--- src/rtl/mul_nibble_seq.sv ---
// WIDTH x WIDTH unsigned multiplier built from one external registered 4x4 core.
// Nibble pairs are issued one per cycle; shifted partial products are summed in place.
module mul_nibble_seq #(
  parameter int WIDTH = 8
) (
  input  logic                 clk,
  input  logic                 rst,
  input  logic                 in_valid,
  output logic                 in_ready,
  input  logic [WIDTH-1:0]     in_a,
  input  logic [WIDTH-1:0]     in_b,
  output logic                 out_valid,
  input  logic                 out_ready,
  output logic [2*WIDTH-1:0]   out_product,
  output logic                 busy,
  output logic [3:0]           nib_a,
  output logic [3:0]           nib_b,
  input  logic [7:0]           nib_p
);

  localparam int M  = WIDTH / 4;
  localparam int IW = (M > 1) ? $clog2(M) : 1;
  localparam int SW = IW + 3;
  localparam logic [IW-1:0] ILAST = IW'(M - 1);

  typedef enum logic [1:0] {IDLE, RUN, DRAIN, DONE} state_t;

  state_t               state_q;
  logic [WIDTH-1:0]     a_q, b_q;
  logic [2*WIDTH-1:0]   acc_q, acc_d, pp;
  logic [IW-1:0]        i_q, j_q, i_d, j_d;
  logic [SW-1:0]        sh_q;
  logic                 pend_q;
  logic                 last;
  logic [3:0]           nxa, nxb;
  logic                 in_ready_q, out_valid_q, busy_q;
  logic [2*WIDTH-1:0]   out_product_q;
  logic [3:0]           nib_a_q, nib_b_q;

  assign in_ready    = in_ready_q;
  assign out_valid   = out_valid_q;
  assign out_product = out_product_q;
  assign busy        = busy_q;
  assign nib_a       = nib_a_q;
  assign nib_b       = nib_b_q;

  // i walks A's nibbles fastest; j advances once i wraps.
  always_comb begin
    pp      = '0;
    pp[7:0] = nib_p;
    acc_d   = acc_q;
    if (pend_q && (state_q == RUN || state_q == DRAIN))
      acc_d = acc_q + (pp << sh_q);
    last = (i_q == ILAST) && (j_q == ILAST);
    i_d  = i_q + 1'b1;
    j_d  = j_q;
    if (i_q == ILAST) begin
      i_d = '0;
      j_d = j_q + 1'b1;
    end
    nxa = 4'(a_q >> {i_d, 2'b00});
    nxb = 4'(b_q >> {j_d, 2'b00});
  end

  always_ff @(posedge clk) begin
    if (rst) begin
      state_q       <= IDLE;
      a_q           <= '0;
      b_q           <= '0;
      acc_q         <= '0;
      i_q           <= '0;
      j_q           <= '0;
      sh_q          <= '0;
      pend_q        <= 1'b0;
      in_ready_q    <= 1'b1;
      out_valid_q   <= 1'b0;
      out_product_q <= '0;
      busy_q        <= 1'b0;
      nib_a_q       <= '0;
      nib_b_q       <= '0;
    end else begin
      case (state_q)
        IDLE: begin
          if (in_valid) begin
            a_q        <= in_a;
            b_q        <= in_b;
            acc_q      <= '0;
            i_q        <= '0;
            j_q        <= '0;
            nib_a_q    <= in_a[3:0];
            nib_b_q    <= in_b[3:0];
            in_ready_q <= 1'b0;
            busy_q     <= 1'b1;
            state_q    <= RUN;
          end
        end
        RUN: begin
          // Product of the pair driven now appears on nib_p next cycle.
          acc_q  <= acc_d;
          sh_q   <= {({1'b0, i_q} + {1'b0, j_q}), 2'b00};
          pend_q <= 1'b1;
          i_q    <= i_d;
          j_q    <= j_d;
          if (last) begin
            nib_a_q <= '0;
            nib_b_q <= '0;
            state_q <= DRAIN;
          end else begin
            nib_a_q <= nxa;
            nib_b_q <= nxb;
          end
        end
        DRAIN: begin
          acc_q         <= acc_d;
          out_product_q <= acc_d;
          out_valid_q   <= 1'b1;
          pend_q        <= 1'b0;
          state_q       <= DONE;
        end
        DONE: begin
          if (out_ready) begin
            out_valid_q <= 1'b0;
            in_ready_q  <= 1'b1;
            busy_q      <= 1'b0;
            state_q     <= IDLE;
          end
        end
        default: state_q <= IDLE;
      endcase
    end
  end

endmodule
--- config.mk ---
export PLATFORM = sky130hd
export DESIGN_NAME = mul_nibble_seq
export DESIGN_NICKNAME = d
export VERILOG_FILES = /design/src/rtl/mul_nibble_seq.sv
export SDC_FILE = /design/constraint.sdc
export NUM_CORES = 1
export LEC_CHECK = 0
export BUFFER_PORTS_ARGS = -buffer_cell sky130_fd_sc_hd__buf_2
export CORE_ASPECT_RATIO = 1.5
export CORE_UTILIZATION = 30
export CTS_CLUSTER_SIZE = 14
export DETAILED_ROUTE_END_ITERATION = 10
export PLACE_DENSITY_LB_ADDON = 0.12
export SLEW_MARGIN = 20
export SYNTH_ARGS = -nofsm -noshare
export SYNTH_HDL_FRONTEND = slang
export SYNTH_SLANG_ARGS = --single-unit
--- constraint.sdc ---
create_clock -name clk -period 3.25 [get_ports clk]
set_input_delay 0.325 -clock clk [delete_from_list [all_inputs] [get_ports clk]]
set_output_delay 0.325 -clock clk [all_outputs]
set_load 0.05 [all_outputs]
==> summary.txt <==
Floorplan
  – Initial Util: about 31%
  – # IOs: 55
  – Die Width: around 92 um
  – Rows: 48
  – Core ar.: 0.01165 mm2
  – Die Y: 136.7 um
  – Die area: 0.01255 mm2

Logic synthesis
  – Adder-cell share of the synthesized area: just over 8%
  – Ys async rst share: 0%
  – Yosys warnings: 0
  – Synth Flop Type: dfxtp_1
  – Syn Std Cell Area: about 0.0036 mm2
  – Syn_area_per_cell: 8.265 um2
  – Post-synthesis compound-gate area fraction: between 20% and 30%
  – Post-Synthesis Cells: between 400 and 500
  – Synth Area in Simple Gates: between 15 and 20%
  – Sequential cell area fraction in the yosys report: around 36%
  – Largest area contributor in the netlist: dfxtp_1
  – Main combinational cell family by area after synthesis: compound AO/OA/AOI/OAI gates
  – Largest cells by area after synthesis: dfxtp_1 36%, ha_1 7.6%, nand2_1 6.3%
  – Most frequent cells after synthesis: 66 x dfxtp_1, 61 x nand2_1, 57 x nor2_1, 38 x a21oi_1, 22 x ha_1
  – Number of distinct library cells after synthesis: between 40 and 50
  – Synth top area share: 36.41%
  – Post-synth net total: between 400 and 500
  – Count leader, synth: dfxtp_1
  – Seq cells post-synth: 66
  – Post-synth EDFFs: 0
  – XOR/XNOR Fraction of Synth Area: under 10%
  – Mux cell area share after synthesis: 5.517%

Worst hold path
  – Hold wc startpoint: in_b[7]
  – Hold Path End: b_q[7]
  – Cells on Worst Hold Path: 3
  – Hold Path Class: input pin to flop

Clocking
  – CTS Hold Bufs: 0
  – Longest Clk Path Bufs: 2
  – Clock latency at the later pin of the worst-skew pair: roughly 0.33 ns
  – Cts repair resizes: 0
  – CTS tree: done
  – CTS buffer count: 9
  – Clock Sinks: 66
  – Clock transition at path regs: around 0.06 ns
  – Root buf cell: clkbuf_16
  – Max H-tree Level: 3
  – Post-CTS Setup Bufs: 0

Worst setup path
  – R2R Path Start: sh_q[2]
  – FF-to-FF End: acc_q[10]
  – R2R depth: 10
  – Startpoint Class: flop
  – CP required: roughly 3.5 ns
  – Critical path class: flop to flop
  – Worst EP arrival: ~3.1 ns
  – Worst Path Max Fanout: 8
  – Flop2flop setup slack: slightly below 0.5 ns
  – Worst Setup End Kind: flop

Power and ir drop
  – Switching power: 1.698 mW
  – Static leakage: between 1.5 and 2 nW
  – Sw frac: between 40% and 50%
  – Seq pwr share: about 30%
  – Comb pwr share: between 40% and 50%
  – Internal power: about 2.1 mW
  – Clock power frac: 25.1%
  – Power per cell area: between 800 and 900 mW/mm2
  – Maximum vdd drop: about 0.48 mV

STA
  – Final setup fails: 0
  – Least-Margin Pin Slew: approximately 0.73 ns
  – Final hold vios: 0
  – Final period util: a little under nine tenths
  – Clk_skew: between 0.007 and 0.008 ns
  – TNS Setup: 0 ns
  – Worst relative slew slack: between 50% and 60%
  – Fmax: approximately 360 MHz
  – Slew Limit Fails: 0
  – RSZ-0062 raised after global routing: no
  – Final min period: between 2 and 3 ns

Cells and area
  – Final core utilization: between 30% and 40%
  – # nets final: ~540
  – Layout cells sized above 1: between 15 and 20%
  – ANT cells: 0
  – Non-Filler Instances: between 600 and 700
  – Synth-to-layout area growth: 18.31%

Drt
  – Starting DRT DRC Count: about 120
  – DR DRC count: 0
  – Drt pass-1 iters: 4
  – Detailed-route via count: roughly 3.3k
  – Wire per inst: 16.97 um
  – Post-route ant nets: 0
  – Vias per cell: 5.166
  – DRT Wirelength: around 11 mm

GRT
  – First-pass GRT wire length: ~17 mm
  – GR Overflow Total: 0
  – Largest net degree at the start of global routing: 32
  – Initial antenna violation count: 0
  – GRT Total Usage: a little under a fifth
  – GR Layer Usage met2: between 30% and 40%
  – GRT busiest layer: met2
  – Vias in the first global route: 3260
  – Met3 Use GR: 3.833%
  – Met1 usage in global routing: 19.07%

Placed design
  – IO Port Bufs: 54
  – Placed cells: 624
  – HPWL after DPL: 8.254 mm
  – Gpl congestion: between 0.8 and 0.9

Status
  – Outcome: completed

Flow run
  – Max-cap violations: 0
sequential cells by signal, indices dropped and copies added, names as in the netlist:
register     cells
acc_q           16
out_product     16
a_q              8
b_q              8
nib_a            4
nib_b            4
sh_q             2
state_q          2
busy             1
i_q              1
in_ready         1
j_q              1
out_valid        1
pend_q           1
through the flow:
stage	setup slack (ns)	power (mW)	instance area, um2	hold WS, ns
6_report	0.4800	3.786	4293	0.2273
4_1_cts	0.4608	3.852	4293	0.2187
3_5_place_dp	0.4789	2.883	4006	0.4439
5_1_grt	0.3038	4.051	4293	0.2261
3_3_place_gp	0.5174	2.876	4006	0.4393
2_1_floorplan	0.7944	2.442	3628	0.4329
how the worst max path moves through the flow:
stage,end,slack (ns),startpoint,depth (start not counted)
global placement,out_product[14],0.52,sh_q[2],9
floorplan,out_product[14],0.79,sh_q[3],10
detailed placement,acc_q[10],0.48,sh_q[2],10
CTS,acc_q[10],0.46,sh_q[2],10
finish,acc_q[10],0.48,sh_q[2],10
global route,acc_q[10],0.30,sh_q[2],10
cell usage in the layout (no fill, tap or decap), types with 10 or more instances in the layout:
cell,n
a221oi_1,10
o21ai_0,12
buf_2,54
mux2i_1,11
ha_1,22
nor2_1,57
dfxtp_1,66
a21oi_1,38
nand2_1,61
a22o_1,11
nor3_1,13
cells by family (layout without fill, tap and decap cells):
logic type / Yosys count / after routing
multiplexers: 19 / 19
AO/OA/AOI/OAI: 121 / 121
XOR/XNOR: 14 / 14
AND/OR/NAND/NOR: 163 / 163
buffers and inverters: 33 / 84
flip-flops: 66 / 66
adder cells (fa/ha/maj): 23 / 23
routing by layer:
metal  up-vias  share of wire [%]
met5         -                  0
met4         0                4.2
met3        24                3.1
met2        75                 53
met1      1550                 40
li1       1657                  -
critical path: stages, from the launching register on:
cell,delay [ns]
dfxtp_1,0.50
nor2_1,0.13
and2_1,0.21
ha_1,0.22
fa_1,0.42
a21oi_1,0.26
o211ai_2,0.13
o21ai_2,0.17
o21bai_1,0.14
xor2_1,0.36
a22o_1,0.18
power groups by stage:
stage,combinational [mW],sequential [mW],clock [mW]
2_1_floorplan,0.926,1.52,0
3_3_place_gp,1.75,1.13,0
3_5_place_dp,1.74,1.14,0
4_1_cts,1.75,1.12,0.980
5_1_grt,1.89,1.15,1.02
6_report,1.71,1.12,0.952
layout make-up:
class                           count  area, um2
Sequential cell                    66       1321
Fill cell                        1265       7358
Tap cell                          150      187.7
Inverter                           10      37.54
Clock inverter                      5      53.80
Clock buffer                       11      232.7
Multi-Input combinational cell    340       2160
Timing Repair Buffer               58      300.3
Power figures use the tool's default switching activity.
